--- config.mk ---
export PLATFORM = sky130hd
export DESIGN_NAME = func_sweep_ctrl
export DESIGN_NICKNAME = d
export VERILOG_FILES = /design/src/rtl/func_sweep_ctrl.sv
export SDC_FILE = /design/constraint.sdc
export NUM_CORES = 1
export LEC_CHECK = 0
export BUFFER_PORTS_ARGS = -buffer_cell sky130_fd_sc_hd__buf_2
export CORE_UTILIZATION = 43
export CTS_BUF_LIST = sky130_fd_sc_hd__clkbuf_8
export DETAILED_ROUTE_END_ITERATION = 10
export PLACE_DENSITY = 0.69
export SLEW_MARGIN = 20
export SYNTH_ARGS = -nofsm -noshare
export SYNTH_HDL_FRONTEND = slang
export SYNTH_SLANG_ARGS = --single-unit
--- constraint.sdc ---
create_clock -name clk -period 2.3 [get_ports clk]
set_input_delay 0.46 -clock clk [delete_from_list [all_inputs] [get_ports clk]]
set_output_delay 0.46 -clock clk [all_outputs]
set_load 0.01 [all_outputs]
--- src/rtl/func_sweep_ctrl.sv ---
// func_sweep_ctrl: sweeps x over an arithmetic grid, runs one func evaluation per point, streams (x, y) samples
`timescale 1ns/1ps
module func_sweep_ctrl #(
    parameter int          N_SAMPLES = 16,
    parameter logic [31:0] X_START   = 32'hFFFFFC00,
    parameter logic [31:0] X_STEP    = 32'h00000080,
    localparam int         IDX_W     = $clog2(N_SAMPLES + 1)
) (
    input  logic             clk,
    input  logic             rst_n,
    input  logic             sweep_start,
    output logic             busy,
    output logic             sweep_done,
    output logic             sweep_ovf,
    output logic             start_func,
    output logic [31:0]      x_in,
    input  logic [63:0]      y_out,
    input  logic             func_done,
    input  logic             overflow,
    output logic             s_valid,
    input  logic             s_ready,
    output logic [31:0]      s_x,
    output logic [63:0]      s_y,
    output logic             s_ovf,
    output logic             s_last,
    output logic [IDX_W-1:0] s_idx
);
    typedef enum logic [2:0] {IDLE, ISSUE, WAIT, RELEASE, EMIT, DONE} state_t;
    state_t           state_q, state_d;
    logic [31:0]      x_q, x_d, x_in_q, x_in_d, s_x_q, s_x_d;
    logic [IDX_W-1:0] idx_q, idx_d, s_idx_q, s_idx_d;
    logic [63:0]      s_y_q, s_y_d;
    logic             sweep_ovf_q, sweep_ovf_d, s_ovf_q, s_ovf_d, s_last_q, s_last_d;
    logic             busy_q, busy_d, sweep_done_q, sweep_done_d;
    logic             start_func_q, start_func_d, s_valid_q, s_valid_d;
    logic [31:0]      x_sum;
    logic             x_wrap;
    assign x_sum  = x_q + X_STEP;
    assign x_wrap = (x_q[31] == X_STEP[31]) && (x_sum[31] != x_q[31]);
    // next state and payload; every output is registered from the state being entered
    always_comb begin
        state_d     = state_q;
        x_d         = x_q;
        idx_d       = idx_q;
        sweep_ovf_d = sweep_ovf_q;
        s_x_d       = s_x_q;
        s_y_d       = s_y_q;
        s_ovf_d     = s_ovf_q;
        s_last_d    = s_last_q;
        s_idx_d     = s_idx_q;
        case (state_q)
            IDLE: if (sweep_start) begin
                state_d     = ISSUE;
                x_d         = X_START;
                idx_d       = '0;
                sweep_ovf_d = 1'b0;
            end
            ISSUE: state_d = WAIT;
            WAIT: if (func_done) begin
                state_d     = RELEASE;
                s_x_d       = x_q;
                s_y_d       = y_out;
                s_ovf_d     = overflow;
                s_idx_d     = idx_q;
                s_last_d    = idx_q == IDX_W'(N_SAMPLES - 1);
                sweep_ovf_d = sweep_ovf_q | overflow;
            end
            RELEASE: state_d = func_done ? RELEASE : EMIT;
            EMIT: if (s_ready) begin
                state_d = s_last_q ? DONE : ISSUE;
                if (!s_last_q) begin
                    x_d         = x_sum;
                    idx_d       = idx_q + IDX_W'(1);
                    sweep_ovf_d = sweep_ovf_q | x_wrap;
                end
            end
            DONE: state_d = IDLE;
            default: state_d = IDLE;
        endcase
        x_in_d       = (state_d == ISSUE) ? x_d : x_in_q;
        start_func_d = (state_d == ISSUE) || (state_d == WAIT);
        s_valid_d    = state_d == EMIT;
        busy_d       = state_d != IDLE;
        sweep_done_d = state_d == DONE;
    end
    // state and registered outputs; reset aborts a sweep immediately
    always_ff @(posedge clk or negedge rst_n) begin
        if (!rst_n) begin
            state_q      <= IDLE;
            x_q          <= X_START;
            idx_q        <= '0;
            sweep_ovf_q  <= 1'b0;
            x_in_q       <= '0;
            s_x_q        <= '0;
            s_y_q        <= '0;
            s_ovf_q      <= 1'b0;
            s_last_q     <= 1'b0;
            s_idx_q      <= '0;
            start_func_q <= 1'b0;
            s_valid_q    <= 1'b0;
            busy_q       <= 1'b0;
            sweep_done_q <= 1'b0;
        end else begin
            state_q      <= state_d;
            x_q          <= x_d;
            idx_q        <= idx_d;
            sweep_ovf_q  <= sweep_ovf_d;
            x_in_q       <= x_in_d;
            s_x_q        <= s_x_d;
            s_y_q        <= s_y_d;
            s_ovf_q      <= s_ovf_d;
            s_last_q     <= s_last_d;
            s_idx_q      <= s_idx_d;
            start_func_q <= start_func_d;
            s_valid_q    <= s_valid_d;
            busy_q       <= busy_d;
            sweep_done_q <= sweep_done_d;
        end
    end
    assign busy       = busy_q;
    assign sweep_done = sweep_done_q;
    assign sweep_ovf  = sweep_ovf_q;
    assign start_func = start_func_q;
    assign x_in       = x_in_q;
    assign s_valid    = s_valid_q;
    assign s_x        = s_x_q;
    assign s_y        = s_y_q;
    assign s_ovf      = s_ovf_q;
    assign s_last     = s_last_q;
    assign s_idx      = s_idx_q;
endmodule
==> impl_results.md <==
* Commonest non-fill, non-tap cells in the layout: sky130_fd_sc_hd__buf_2, sky130_fd_sc_hd__dfrtp_1, sky130_fd_sc_hd__mux2_2
* Largest net degree at the start of global routing at 59
* Die height at 133 um
* Hold WC Path Type: primary input to register
* Worst Setup Slack, final at 0.134 ns
* Data arrival time of the worst path at 2.54 ns
* Transition time of the tightest slew-check pin at 0.572 ns
* Net switching power at 0.00348 W
* R2r startpoint: x_q[13]
* Layout overhead on the synthesized area at 25.5%
* Antenna violations before repair at 0
* Fin area at 9320 sq um
* Crit end category: register
* PostCTS Resize Cnt at 0
* Mapped cell area at 7420 sq um
* Crit start category: register
* Placer's final routability congestion estimate at 0.917
* Clock Sink Count at 180
* Clock Latency Late Sink at 0.46 ns
* CTS buffer count at 17
* Wire per inst at 17.4 um
* Critical path origin: x_q[13]
* Proportion of synthesized flip-flops having asynchronous set or reset at 1.00
* Share of total power in sequential cells at 0.440
* Final critical path time including I/O delays and setup at 2.17 ns
* Final Max Slew Viols at 0
* Top_reg_cell synth: sky130_fd_sc_hd__dfrtp_1
* Fin cells at 1027
* Power per Cell Area at 1100 nW/um^2
* Cell count after synthesis at 569
* Clock transition at path regs at 0.09 ns
* GR Overflow Total at 0
* Total inserted antenna cells at 0
* Count of final setup violators at 0
* Final clock period utilization by the worst path at 0.942
* Switching portion of total power at 0.339
* Root Driver: sky130_fd_sc_hd__clkbuf_8
* Number of flops mapped to enable cells by yosys at 0
* Post-Place Setup Slack at 0.139 ns
* Part of the power in combinational logic at 0.347
* Peak clock frequency supported by timing at 462 MHz
* Total number of vias at 5420
* Top-area cell type share of the netlist area at 0.533
* First-pass GRT wire length at 28700 um
* Fraction of power consumed by the clock network at 0.213
* RSZ-0062 raised after global routing: false
* Max-slew headroom at 0.619
* Internal power summed over all cells at 0.00679 W
* Number of nets still failing antenna checks after routing at 0
* Peak supply drop at 0.722 mV
* Mapped Avg Cell Area at 13.0 sq um
* Starting density of the core at 0.444
* Synthesis warning total at 0
* WL final at 17900 um
* Detailed Routing Iterations Pass 1 at 5
* Buffers added on ports at 209
* Share of synthesized area occupied by flip-flops and latches at 0.611
* Final count of hold timing violations at 0
* Net total in the final layout at 868
* Final TNS setup at 0 ns
* IO Count at 210
* Detailed Route Iter0 Violations at 316
* Remaining routing DRC violations at 0
* Global router's overall resource usage at 0.209
* Placed cell areas at 8900 sq um
* Outcome: finished, final reports clean
* Std cell rows at 47
* Synthesized Nets at 643
* Total die area at 17800 sq um
* Worst setup path class: register to register
* Die Span X at 133 um
* Dpl cells at 994
* DP HPWL at 13000 um
* Worst clock skew at 0.0120 ns
* Most common cell after layout, fill and taps aside: sky130_fd_sc_hd__buf_2
* Number of global-route vias before repair at 5675
* Fraction of final layout cells sized beyond drive strength 1 at 0.511
* Largest area contributor in the synthesized netlist: sky130_fd_sc_hd__dfrtp_1
* TritonCTS clock tree: yes
* Maximum capacitance violations at 0
* DR vias/cell at 5.28
* Critical path peak fanout at 9
* Leakage Power at 4.25 nW
* Count of distinct cell types in the synthesized netlist at 52
* CP Data Required Time at 2.67 ns
* Maximum clock path buffer count at 2
* Core region area at 16700 sq um
* Start point of the worst min-delay path: y_out[17]
* Yosys reg bits at 180
* Most area-consuming cells after synthesis: sky130_fd_sc_hd__dfrtp_1, sky130_fd_sc_hd__mux2_2, sky130_fd_sc_hd__dfstp_2
* # H-tree levels at 4
[cells by family (layout without fill, tap and decap cells)]
logic type / Yosys count / count (layout) / synth area share
DFF: 180 / 180 / 0.611
and+or+nand+nor: 149 / 149 / 0.109
muxes: 124 / 124 / 0.187
AOI/OAI and AO/OA: 66 / 66 / 0.0590
buffers and inverters: 41 / 279 / 0.0221
xor gates and xnor gates: 5 / 5 / 0.00590
adders and majority gates: 4 / 4 / 0.00674
[cells in the mapped netlist, types with 5 or more instances]
| cell | number |
|---|---|
| sky130_fd_sc_hd__clkbuf_1 | 27 |
| sky130_fd_sc_hd__nor4_1 | 8 |
| sky130_fd_sc_hd__or3_1 | 7 |
| sky130_fd_sc_hd__nand4_1 | 7 |
| sky130_fd_sc_hd__dfstp_2 | 22 |
| sky130_fd_sc_hd__nor2b_1 | 12 |
| sky130_fd_sc_hd__mux2i_1 | 8 |
| sky130_fd_sc_hd__nor3_1 | 12 |
| sky130_fd_sc_hd__nand3_1 | 17 |
| sky130_fd_sc_hd__nor2_1 | 33 |
| sky130_fd_sc_hd__o31ai_1 | 8 |
| sky130_fd_sc_hd__dfrtp_1 | 158 |
| sky130_fd_sc_hd__nand2_1 | 22 |
| sky130_fd_sc_hd__o21ai_0 | 17 |
| sky130_fd_sc_hd__a31oi_1 | 7 |
| sky130_fd_sc_hd__or4_1 | 5 |
| sky130_fd_sc_hd__mux2_2 | 116 |
| sky130_fd_sc_hd__a21oi_1 | 10 |
| sky130_fd_sc_hd__inv_1 | 10 |
| sky130_fd_sc_hd__and4_1 | 7 |
| sky130_fd_sc_hd__a211oi_1 | 6 |
[path summary, 6_finish.rpt]
kind	depth (start not counted)	slack, ns	endpoint
worst min register to register	1	0.50	s_x[2]
worst max-delay path	4	0.13	x_in[28]
worst min-delay path	2	0.23	s_y[17]
max in group asynchronous	3	1.11	x_q[23]
worst max register to register	4	0.13	x_in[28]
min in group asynchronous	2	0.50	x_in[16]
[layout make-up]
class | instances | area, sq um
Sequential cell | 180 | 4530
Fill cell | 1429 | 7390
Timing Repair Buffer | 237 | 1320
Inverter | 10 | 37.5
Clock buffer | 19 | 262
Tap cell | 220 | 275
Clock inverter | 13 | 146
Multi-Input combinational cell | 348 | 2750
[stage by stage]
| step | util | hold WS (ns) | total power [W] |
|---|---|---|---|
| finish | 0.558 | 0.233 | 0.0103 |
| global route | 0.558 | 0.201 | 0.0109 |
| CTS | 0.558 | 0.194 | 0.0104 |
| detailed placement | 0.533 | 0.430 | 0.00818 |
| global placement | 0.533 | 0.418 | 0.00804 |
| floorplan | - | 0.164 | 0.00661 |
[worst max-delay path, stage by stage, from the launching register on]
cell                      delay (ns)
sky130_fd_sc_hd__dfstp_2        0.60
sky130_fd_sc_hd__nand4_1        0.14
sky130_fd_sc_hd__or4_4          0.63
sky130_fd_sc_hd__or4_4          0.54
sky130_fd_sc_hd__a31oi_1        0.17
[power groups by stage]
| stage | clock [W] | sequential (W) | combinational (W) |
|---|---|---|---|
| after global placement | 0 | 0.00454 | 0.00350 |
| after CTS | 0.00227 | 0.00453 | 0.00361 |
| after global routing | 0.00239 | 0.00464 | 0.00386 |
| after floorplan | 0 | 0.00491 | 0.00170 |
| final | 0.00219 | 0.00452 | 0.00356 |
| after detailed placement | 0 | 0.00458 | 0.00360 |
[sequential cells by signal, indices dropped and copies added, names as in the netlist, 3 cells and up]
name / cells
x_q: 32
x_in: 32
s_x: 32
s_y: 64
idx_q: 5
s_idx: 5
state_q: 3
[routing by layer]
metal / GRT usage / part of all wire
met5: 0 / 0
met4: 0.0814 / 0.015
met3: 0.0559 / 0.068
met2: 0.352 / 0.50
met1: 0.255 / 0.42
[timing repair]
action | CTS | global route
hold buffers | 1 | 0
endpoints found under the hold margin | 27 | 0
setup buffers | 0 | 0
Power figures use the tool's default switching activity.
